`config.mk`:
```
export PLATFORM = sky130hd
export DESIGN_NAME = seg7_scan_driver_flat
export DESIGN_NICKNAME = d
export VERILOG_FILES = /design/src/rtl/seg7_scan_driver_if.sv /design/src/rtl/seg7_scan_driver.sv /design/src/flat_wrapper.sv
export SDC_FILE = /design/constraint.sdc
export NUM_CORES = 1
export LEC_CHECK = 0
export CAP_MARGIN = 20
export CORE_ASPECT_RATIO = 0.8
export CORE_UTILIZATION = 45
export CTS_CLUSTER_DIAMETER = 150
export DETAILED_ROUTE_END_ITERATION = 8
export PLACE_DENSITY = 0.7
export SLEW_MARGIN = 20
export SYNTH_ARGS = -nofsm -noshare
export SYNTH_HDL_FRONTEND = slang
export SYNTH_SLANG_ARGS = --single-unit
```
`constraint.sdc`:
```
create_clock -name CLK_50 -period 10 [get_ports CLK_50]
set_input_delay 2 -clock CLK_50 [delete_from_list [all_inputs] [get_ports CLK_50]]
set_output_delay 2 -clock CLK_50 [all_outputs]
set_load 0.05 [all_outputs]
```
`src/rtl/seg7_scan_driver_if.sv`:
```
`default_nettype none
// +----------------------------------------------------------------------------+
// | Module   : seg7_scan_driver_if                                             |
// | Brief    : Value/strobe/blank inputs and scanned SEL/SEG outputs of the    |
// |            4-digit seven-segment scan driver.                              |
// | Revision : 1.0 - initial release                                           |
// +----------------------------------------------------------------------------+
interface seg7_scan_driver_if;
  logic [15:0] data_in;
  logic        data_valid;
  logic        blank;
  logic [3:0]  SEL;
  logic [6:0]  SEG;
  logic        frame_start;

  modport master (
    output data_in, data_valid, blank,
    input  SEL, SEG, frame_start
  );

  modport slave (
    input  data_in, data_valid, blank,
    output SEL, SEG, frame_start
  );
endinterface
`default_nettype wire

```
`src/rtl/seg7_scan_driver.sv`:
```
`default_nettype none
// +----------------------------------------------------------------------------+
// | Module   : seg7_scan_driver                                                |
// | Brief    : Time-multiplexed 4-digit common-anode hex display driver with   |
// |            tear-free shadow register. Optional SEG7_SCAN_LZB_EN macro      |
// |            enables leading-zero blanking of digits 3..1.                   |
// | Revision : 1.0 - initial release                                           |
// +----------------------------------------------------------------------------+
module seg7_scan_driver #(
  parameter int CLK_Freq  = 50000000,
  parameter int SCAN_Freq = 1000
) (
  input  wire logic          CLK_50,
  input  wire logic          nCLR,
  seg7_scan_driver_if.slave  bus
);

  // Divider must be at least 2 for the prescaler to make sense.
  localparam int               c_DIV     = CLK_Freq / SCAN_Freq;
  localparam int               c_CNT_W   = $clog2(c_DIV);
  localparam logic [c_CNT_W-1:0] c_CNT_MAX = c_CNT_W'(c_DIV - 1);

  logic [c_CNT_W-1:0] r_cnt;
  logic [1:0]         r_idx;
  logic [15:0]        r_pending;
  logic [15:0]        r_shadow;
  logic [3:0]         r_sel;
  logic [6:0]         r_seg;
  logic               r_frame_start;

  logic               w_tick;
  logic               w_boundary;
  logic [1:0]         w_idx_next;
  logic [15:0]        w_shadow_d;
  logic [3:0]         w_nibble;
  logic [6:0]         w_glyph;
  logic [3:0]         w_sel;
  logic               w_lead_zero;

  assign w_tick     = (r_cnt == c_CNT_MAX);
  assign w_idx_next = r_idx + 2'd1;
  assign w_boundary = w_tick && (r_idx == 2'd3);

  // Decode from the value the shadow is about to hold, so a frame-boundary
  // strobe appears on digit 0 of the very next frame.
  assign w_shadow_d = w_boundary ? (bus.data_valid ? bus.data_in : r_pending)
                                 : r_shadow;
  assign w_nibble   = w_shadow_d[{w_idx_next, 2'b00} +: 4];
  assign w_sel      = ~(4'b0001 << w_idx_next);

  always_comb begin
    w_glyph = 7'h7F;
    case (w_nibble)
      4'h0: w_glyph = 7'h40;
      4'h1: w_glyph = 7'h79;
      4'h2: w_glyph = 7'h24;
      4'h3: w_glyph = 7'h30;
      4'h4: w_glyph = 7'h19;
      4'h5: w_glyph = 7'h12;
      4'h6: w_glyph = 7'h02;
      4'h7: w_glyph = 7'h78;
      4'h8: w_glyph = 7'h00;
      4'h9: w_glyph = 7'h10;
      4'hA: w_glyph = 7'h08;
      4'hB: w_glyph = 7'h03;
      4'hC: w_glyph = 7'h46;
      4'hD: w_glyph = 7'h21;
      4'hE: w_glyph = 7'h06;
      4'hF: w_glyph = 7'h0E;
      default: w_glyph = 7'h7F;
    endcase
  end

`ifdef SEG7_SCAN_LZB_EN
  // A digit is a leading zero when it and every higher nibble are zero;
  // digit 0 always shows.
  always_comb begin
    w_lead_zero = 1'b0;
    case (w_idx_next)
      2'd3:    w_lead_zero = (w_shadow_d[15:12] == 4'h0);
      2'd2:    w_lead_zero = (w_shadow_d[15:8]  == 8'h00);
      2'd1:    w_lead_zero = (w_shadow_d[15:4]  == 12'h000);
      default: w_lead_zero = 1'b0;
    endcase
  end
`else
  assign w_lead_zero = 1'b0;
`endif

  always_ff @(posedge CLK_50 or negedge nCLR) begin
    if (!nCLR) begin
      r_cnt         <= '0;
      r_idx         <= 2'd0;
      r_pending     <= 16'h0000;
      r_shadow      <= 16'h0000;
      r_sel         <= 4'b1111;
      r_seg         <= 7'h7F;
      r_frame_start <= 1'b0;
    end else begin
      r_cnt         <= w_tick ? '0 : r_cnt + 1'b1;
      r_shadow      <= w_shadow_d;
      r_frame_start <= w_boundary;
      if (bus.data_valid) begin
        r_pending <= bus.data_in;
      end
      if (w_tick) begin
        r_idx <= w_idx_next;
        if (bus.blank) begin
          r_sel <= 4'b1111;
          r_seg <= 7'h7F;
        end else begin
          r_sel <= w_sel;
          r_seg <= w_lead_zero ? 7'h7F : w_glyph;
        end
      end
    end
  end

  assign bus.SEL         = r_sel;
  assign bus.SEG         = r_seg;
  assign bus.frame_start = r_frame_start;

endmodule
`default_nettype wire

```
`src/flat_wrapper.sv`:
```
// flat-port wrapper written by rule: the top's interface ports become plain ports
module seg7_scan_driver_flat 
#(
  parameter int CLK_Freq  = 50000000,
  parameter int SCAN_Freq = 1000
)
  (CLK_50, nCLR, bus_data_in, bus_data_valid, bus_blank, bus_SEL, bus_SEG, bus_frame_start);
  seg7_scan_driver_if bus_i ();
  input  wire logic CLK_50;
  input  wire logic nCLR;
  input wire logic [$bits(bus_i.data_in)-1:0] bus_data_in;
  input wire logic [$bits(bus_i.data_valid)-1:0] bus_data_valid;
  input wire logic [$bits(bus_i.blank)-1:0] bus_blank;
  output wire logic [$bits(bus_i.SEL)-1:0] bus_SEL;
  output wire logic [$bits(bus_i.SEG)-1:0] bus_SEG;
  output wire logic [$bits(bus_i.frame_start)-1:0] bus_frame_start;
  assign bus_i.data_in = bus_data_in;
  assign bus_i.data_valid = bus_data_valid;
  assign bus_i.blank = bus_blank;
  assign bus_SEL = bus_i.SEL;
  assign bus_SEG = bus_i.SEG;
  assign bus_frame_start = bus_i.frame_start;
  seg7_scan_driver #(.CLK_Freq(CLK_Freq), .SCAN_Freq(SCAN_Freq)) u_core (.CLK_50(CLK_50), .nCLR(nCLR), .bus(bus_i));
endmodule
```
# --- Word level (Yosys, flattened, before mapping) ---
# Memory sizes are Yosys's and may differ from the RTL's.
# Index checks and enable logic that the tools add are counted.
totals:
  mem_bits_ro: 112
  wordCells: 21
  mem_count: 1
  output_inout_bits: 12
  mem_bits_rw: 0
  reg_bits: 62
  latch_bits: 0
op_classes:
  magnitude_cmp: 0
  shifts: 2
  n_div: 0
  multipliers: 0
  n_reduce_logical: 1
  bitwise_logic: 1
  n_mux: 5
  n_eq_ne: 2
  n_addsub: 2
mem_list:
  columns: ["name", "depth", "word_bits", "rd", "rd_clocked_by_memory_dff", "wr", "line_no", "rtl"]
  rows:
  - ["(no name shown)", 16, 7, 1, 0, 0, "seg7_scan_driver.sv:53", "case (w_nibble)"]
op_table:
  columns: ["op", "count"]
  rows:
  - ["2-to-1 mux 16 bit", 3]
  - ["adder 16 x 1 -> 16 bit, second input constant", 1]
  - ["equality test 16 bit, second input constant", 1]
  - ["indexed part select 16 x 5 -> 4 bit", 1]
  - ["2-to-1 mux 7 bit", 1]
  - ["2-to-1 mux 4 bit", 1]
  - ["NOT 4 bit", 1]
  - ["<< shifter 1 x 2 -> 4 bit, first input constant", 1]
  - ["adder 2 x 1 -> 2 bit, second input constant", 1]
  - ["equality test 2 bit, second input constant", 1]
  - ["logical AND 1 bit", 1]

# --- Logic depth before layout (Yosys ltp) ---
# Gate-level depths: netlist of the first run.
# An unclocked memory read counts as a cell.
depth:
  word_depth: 6
  ltp_mapped: 12
  depth_no_buf: 11

# --- Worst setup path before layout of the first run ---
# OpenSTA, ideal clock, no wires.
synth_timing:
  path_type: "in2reg"
  startpoint: "in bus_data_valid"
  endpoint: "reg u_core.r_seg[0] (netlist: u_core.bus.SEG[0])"
  slack_ns: 5.241
  setup_ns: 0.083
  required_ns: 9.917
  stages: 10
  path_buffers: 2
  arrival_ns: 4.676
  path_cell_list: "clkbuf_1 -> buf_2 -> mux2_2 -> mux4_2 -> mux2i_1 -> inv_1 -> ha_1 -> or4b_1 -> o2111ai_1 -> o21ai_1"
synth_via:
  elab_chain_cells: 5
synth_lines:
  columns: ["element", "line_no", "rtl"]
  rows:
  - ["start: declaration", "flat_wrapper.sv:12", "input wire logic [$bits(bus_i.data_valid)-1:0] bus_data_valid;"]
  - ["2-to-1 mux 16 bit (2 in a row)", "seg7_scan_driver.sv:46", "assign w_shadow_d = w_boundary ? (bus.data_valid ? bus.data_in : r_pending)"]
  - ["indexed part select 16 x 5 -> 4 bit", "seg7_scan_driver.sv:48", "assign w_nibble = w_shadow_d[{w_idx_next, 2'b00} +: 4];"]
  - ["memory (16 x 7 bit)", null, null]
  - ["2-to-1 mux 7 bit", "seg7_scan_driver.sv:108", "if (bus.blank) begin"]
  - ["end signal: assignment", "seg7_scan_driver.sv:113", "r_seg <= w_lead_zero ? 7'h7F : w_glyph;"]
  - ["end: declaration", "seg7_scan_driver.sv:28", "logic [6:0] r_seg;"]
# No other way between the ends.
# A chain may end at the register's enable or synchronous reset.

# --- Worst setup path in the final report of the first run ---
# Same ends and word-level chain as after synthesis.

==> results.json, run 1 <==
{
  "place.gp.congestion": 0.8161,
  "end_kind": "register",
  "drtIter0Drc": 74,
  "synth_xor_area_frac": 0.04109,
  "antenna_found_initial": 0,
  "p_leak_nw": 1.584,
  "vias": 1834,
  "core_mm2": 0.006409,
  "ctsLongestPathBuffers": 2,
  "top_layer": "met4",
  "synth_nets": 262,
  "p_per_area_mw_per_mm2": 135.0,
  "drive_gt1_frac": 0.2583,
  "ant_nets": 0,
  "syn_inst": 231,
  "dp_hpwl_um": 3749,
  "setup_viol": 0,
  "ys_types": 40,
  "met1_length_um": 2735,
  "crit_family": "multiplexers",
  "die_width_um": 93.05,
  "syn2layout_area_growth_pct": 18.53,
  "cp_slowest_stage_delay_ps": 970,
  "die_h_um": 74.84,
  "synth_top_family_by_area": "multiplexers",
  "post_cts_buffers": 0,
  "period_needed_ps": 5149,
  "ys_ff_latch": 62,
  "setup-tns-final_ps": 0,
  "drc": 0,
  "maxCapViolations": 0,
  "grt_max_degree": 63,
  "muxShareOfSynthArea": 0.2101,
  "clkPwrFrac": 0.398,
  "postLayoutCoreUtil": 0.5519,
  "cp_num_buf_inv": 2,
  "num_antenna_cells": 0,
  "die-area_mm2": 0.006963,
  "crit_type": "in2reg",
  "syn_area_mm2": 0.002984,
  "finalClockSkew_ps": 8.898,
  "clockRootBuffer": "clkbuf_8",
  "avgRoutedWirePerCell_um": 15.08,
  "grt_pass1_vias": 1871,
  "critical_path.cell_chain": "clkdlybuf4s50_1, mux2_2, mux4_2, mux2i_1, inv_1, ha_1, or4b_1, o2111ai_1, o21ai_1",
  "synth_edf_count": 0,
  "rsz0062_at_grt": "no",
  "grt_first_pass_wirelength_um": 9011,
  "tritoncts": "built",
  "cp_max_fo": 16,
  "tightest_slew_ps": 819.2,
  "vdd_drop_max_uv": 63.27,
  "status": "finished, final reports clean",
  "clk_latency_ps": 340,
  "route.met3.wl_um": 202,
  "ys_seq_area_frac": 0.5245,
  "hold_class": "reg2reg",
  "hold_violations": 0,
  "grt-ovfl-total": 0,
  "worstPathRequired_ps": 10260,
  "cts_sinks": 62,
  "slew_headroom": 0.4382,
  "crit_path_start_kind": "input port",
  "r2r_slack_ps": 6210,
  "cts_buffers": 9,
  "postCtsResizedCells": 0,
  "crit_arrival_ps": 5410,
  "totalPowerFinal_uw": 477.6,
  "synth_warnings": 0,
  "pwr-share-comb": 0.057,
  "fp-row-count": 26,
  "p_int_uw": 374.3,
  "holdBufCountCts": 0,
  "cts_max_level": 3,
  "synth_simple_gate_area_frac": 0.09895,
  "fmax_mhz": 194.2,
  "fin_crit_sh": 0.5149,
  "worst_path_max_delay_cell": "clkdlybuf4s50_1",
  "async_flop_share": 1.000,
  "io_buffers": 31,
  "initial_core_util": 0.4656,
  "first_pass_iters": 4,
  "track_usage": 0.1732,
  "syn_avg_cell_area_um2": 12.92,
  "swShare": 0.2163,
  "totalWireLength_um": 5353,
  "synth_flop_cell": "dfrtp_1",
  "ios": 32,
  "slew_viol_final": 0,
  "switching_power_uw": 103.3,
  "synthAdderAreaFrac": 0.04612,
  "nets": 298,
  "pwr-share-seq": 0.545,
  "via_per_inst": 5.166,
  "wl_met2_um": 2368,
  "synth_compound_area_frac": 0.05451,
  "cts.clk_slew.worst_paths_ps": 60
}
## worst register-to-register path: cells and delay by family (launching register included)
| family | cells | cell delay, ps |
|---|---|---|
| AOI/OAI and AO/OA | 2 | 200 |
| and+or+nand+nor | 1 | 500 |
| DFF | 1 | 550 |
| muxes | 2 | 940 |
| buffers and inverters | 2 | 530 |
| adders and majority gates | 2 | 1000 |
## power by group through the flow
stage / clock network (mW) / registers [mW] / logic, mW
detailed placement: 0 / 0.264 / 0.0280
finish: 0.190 / 0.260 / 0.0274
global placement: 0 / 0.264 / 0.0275
global route: 0.208 / 0.260 / 0.0305
floorplan: 0 / 0.265 / 0.0109
CTS: 0.198 / 0.260 / 0.0281
## cell type report
cell class / count / area (um2)
flip-flops and latches: 62 / 1565
repair buffers: 34 / 327.8
multi-input cells: 153 / 1345
well taps: 84 / 105.1
clock buffers: 14 / 162.7
clock inverters: 1 / 5.005
inverters: 7 / 26.28
fillers: 536 / 2872
## cell usage after synthesis, types with 5 or more instances
cell | n | share of area
dfrtp_1 | 51 | 0.43
mux2_2 | 32 | 0.12
nor2_1 | 15 | 0.019
nand2_1 | 12 | 0.015
dfstp_2 | 11 | 0.097
ha_1 | 11 | 0.046
xor2_1 | 9 | 0.026
mux2i_1 | 8 | 0.027
mux4_2 | 7 | 0.053
a21oi_1 | 6 | 0.010
a31oi_1 | 6 | 0.013
inv_1 | 6 | 0.0075
nand3_1 | 5 | 0.0084
o21ai_0 | 5 | 0.0084
xnor2_1 | 5 | 0.015
## cells by family (layout without fill, tap and decap cells)
kind of cell / Yosys count / in the layout
DFF: 62 / 62
and+or+nand+nor: 53 / 53
muxes: 49 / 49
AOI/OAI and AO/OA: 26 / 26
buffers and inverters: 16 / 56
xor gates and xnor gates: 14 / 14
adders and majority gates: 11 / 11
## flip-flops by register name, summed over array words and instances, names as in the netlist
signal / flops
u_core.bus.SEG: 7
u_core.bus.SEL: 4
u_core.bus.frame_start: 1
u_core.r_cnt: 16
u_core.r_idx: 2
u_core.r_pending: 16
u_core.r_shadow: 16
## cells in the final DEF (no fill, tap or decap), types with 3 or more instances in the layout
master            n
mux2_2           32
nand2b_1          3
a31oi_1           6
dfstp_2          11
o21ai_0           5
nand3_1           5
xor2_1            9
buf_4             3
mux2i_1           8
xnor2_1           5
dfrtp_1          51
clkbuf_1          3
or3_1             3
clkdlybuf4s50_1  30
nand2_1          12
ha_1             11
clkbuf_8         11
nor2_1           15
nand4_1           3
mux4_2            7
inv_1             6
a21oi_1           6
## final timing paths
kind / from / end / depth (start not counted)
min in group asynchronous: nCLR / u_core.r_idx[1]$_DFFE_PN0N_ / 2
hold reg to reg: u_core.r_cnt[0]$_DFF_PN0_ / u_core.r_cnt[0]$_DFF_PN0_ / 1
max in group asynchronous: nCLR / u_core.r_pending[8]$_DFF_PN0_ / 2
setup reg to reg: u_core.r_idx[0]$_DFFE_PN0N_ / u_core.bus.SEG[0]$_DFFE_PN1N_ / 9
setup / recovery: bus_data_valid / u_core.bus.SEG[0]$_DFFE_PN1N_ / 9
hold / removal: u_core.r_cnt[0]$_DFF_PN0_ / u_core.r_cnt[0]$_DFF_PN0_ / 1
## metrics by stage
stage / std cells / hold slack [ps] / area, um2 / setup slack [ps]
after floorplan: 231 / 432.9 / 2984 / 5241
after global placement: 340 / 448.8 / 3369 / 4599
after detailed placement: 340 / 459.7 / 3369 / 4540
after CTS: 355 / 467.7 / 3537 / 4885
after global routing: 355 / 499.2 / 3537 / 4653
final: 355 / 463.5 / 3537 / 4851
## metal layers
metal	track usage	vias to the layer above
li1	-	895
met1	0.2419	898
met2	0.2565	35
met3	0.05859	6
met4	0.05641	0
met5	0	-
Note: power is estimated with default switching activity, not from simulation.
==> inputs of run 2 (changes only) <==
==> constraint.sdc (replaced) <==
create_clock -name CLK_50 -period 5.35 [get_ports CLK_50]
set_input_delay 1.07 -clock CLK_50 [delete_from_list [all_inputs] [get_ports CLK_50]]
set_output_delay 1.07 -clock CLK_50 [all_outputs]
set_load 0.05 [all_outputs]
==> run 2 against run 1 <==
Routed wire length is 0.78% lower. Critical path type unchanged. Clock skew hardly changed. Via count is 0.33% higher.
==> results.json, run 2 (synthesis gave the netlist of run 1 again) <==
{
  "clockRootBuffer": "clkbuf_8",
  "p_leak_nw": 1.630,
  "avgRoutedWirePerCell_um": 14.84,
  "post-place-ws_ps": 817.1,
  "grt_first_pass_wirelength_um": 9011,
  "p_per_area_mw_per_mm2": 290.9,
  "holdBufCountCts": 0,
  "num_antenna_cells": 0,
  "postCtsResizedCells": 0,
  "layout_commonest_cell": "dfrtp_1",
  "status": "finished, final reports clean",
  "crit_cells": 10,
  "core_mm2": 0.006409,
  "die-area_mm2": 0.006963,
  "grt_max_degree": 63,
  "grt-ovfl-total": 0,
  "fin_crit_sh": 0.7791,
  "top_regs": "u_core.r_cnt: 16 flops, u_core.r_pending: 16 flops, u_core.r_shadow: 16 flops",
  "setup_viol": 0,
  "track_usage": 0.1736,
  "worst_path_max_delay_cell": "clkdlybuf4s50_1",
  "post_cts_buffers": 0,
  "cts_max_level": 3,
  "dp.cells": 342,
  "tritoncts": "built",
  "crit_path_start_kind": "input port",
  "maxCapViolations": 0,
  "ant_nets": 0,
  "dp_hpwl_um": 3643,
  "rsz0062_at_grt": "no",
  "crit_arrival_ps": 4430,
  "ctsLongestPathBuffers": 2,
  "place.gp.congestion": 0.8473,
  "stdcell_count": 358,
  "syn2layout_area_growth_pct": 22.01,
  "hold_violations": 0,
  "clk_latency_ps": 340,
  "drc": 0,
  "placed_area_mm2": 0.003385,
  "antenna_found_initial": 0,
  "io_buffers": 31,
  "crit_type": "in2reg",
  "initial_core_util": 0.4656,
  "final_area_mm2": 0.003641,
  "fmax_mhz": 239.9,
  "grt_pass1_vias": 1808,
  "slew_headroom": 0.3991,
  "die_h_um": 74.84,
  "via_per_inst": 5.140,
  "ios": 32,
  "min_path_cells": 1,
  "mostFrequentLayoutCells": "51 x dfrtp_1, 32 x mux2_2, 30 x clkdlybuf4s50_1",
  "cp_num_buf_inv": 3,
  "totalWireLength_um": 5311,
  "slew_viol_final": 0,
  "critical_path.cell_chain": "clkdlybuf4s50_1, buf_4, mux2_2, mux4_2, mux2i_1, inv_1, ha_1, or4b_1, o2111ai_1, o21ai_1",
  "drtIter0Drc": 89,
  "r2r_cells": 9,
  "worstPathRequired_ps": 5620,
  "end_kind": "register",
  "fp-row-count": 26,
  "setup_ws_ps": 1182,
  "setup-tns-final_ps": 0,
  "cp_max_fo": 9,
  "cts.clk_slew.worst_paths_ps": 70,
  "drive_gt1_frac": 0.2774,
  "cts_buffers": 9,
  "die_width_um": 93.05,
  "cts_sinks": 62,
  "finalClockSkew_ps": 8.534,
  "crit_family": "multiplexers",
  "nets": 300,
  "cp_slowest_stage_delay_ps": 720,
  "first_pass_iters": 4,
  "tightest_slew_ps": 894.6,
  "vias": 1840,
  "period_needed_ps": 4168,
  "hold_class": "reg2reg",
  "vdd_drop_max_uv": 142.1
}
[run 2: cell count changes in the layout (fill, tap and decap cells not counted)]
cell | before | now
bufinv_16 | 0 | 3
clkbuf_1 | 3 | 0
buf_4 | 3 | 5
clkinvlp_4 | 0 | 2
clkinv_2 | 1 | 0
[run 2: metrics by stage]
step / total power, mW / util / hold WS, ps
3_3_place_gp: 0.5459 / 0.5281 / 451.2
2_1_floorplan: 0.5164 / - / 432.9
3_5_place_dp: 0.5472 / 0.5281 / 460.1
4_1_cts: 1.072 / 0.5681 / 470.0
6_report: 1.059 / 0.5681 / 464.5
5_1_grt: 1.098 / 0.5681 / 510.9
[run 2: area by class of cell]
cell class                 count  area [um2]
clock buffer                  11       151.4
clock inverter                 5       105.1
fill                         520        2768
inverter                       7       26.28
multi-input combinational    153        1345
sequential                    62        1565
tap                           84       105.1
timing repair buffer          36       342.8
[run 2: path summary, 6_finish.rpt]
path                                                  end                        from  slack (ps)
max in group asynchronous  u_core.r_pending[14]$_DFF_PN0_                        nCLR        3970
hold / removal                  u_core.r_cnt[0]$_DFF_PN0_   u_core.r_cnt[0]$_DFF_PN0_         460
setup reg to reg            u_core.bus.SEG[0]$_DFFE_PN1N_  u_core.r_cnt[11]$_DFF_PN0_        1520
min in group asynchronous     u_core.r_idx[1]$_DFFE_PN0N_                        nCLR         880
setup / recovery            u_core.bus.SEG[0]$_DFFE_PN1N_              bus_data_valid        1180
hold reg to reg                 u_core.r_cnt[0]$_DFF_PN0_   u_core.r_cnt[0]$_DFF_PN0_         460
[run 2: power breakdown]
group	internal, mW	switching [mW]
Clock	0.335	0.187
Sequential	0.482	0.00316
Combinational	0.0267	0.0253
Total	0.844	0.215
[run 2: routing by layer]
layer  up-vias  part of all wire  routed length, um  track usage
met5         -                 0                  0            0
met4         0             0.010                 53      0.05128
met3         5             0.036                193      0.06263
met2        28              0.43               2296       0.2443
met1       902              0.52               2768       0.2525
li1        905                 -                  -            -
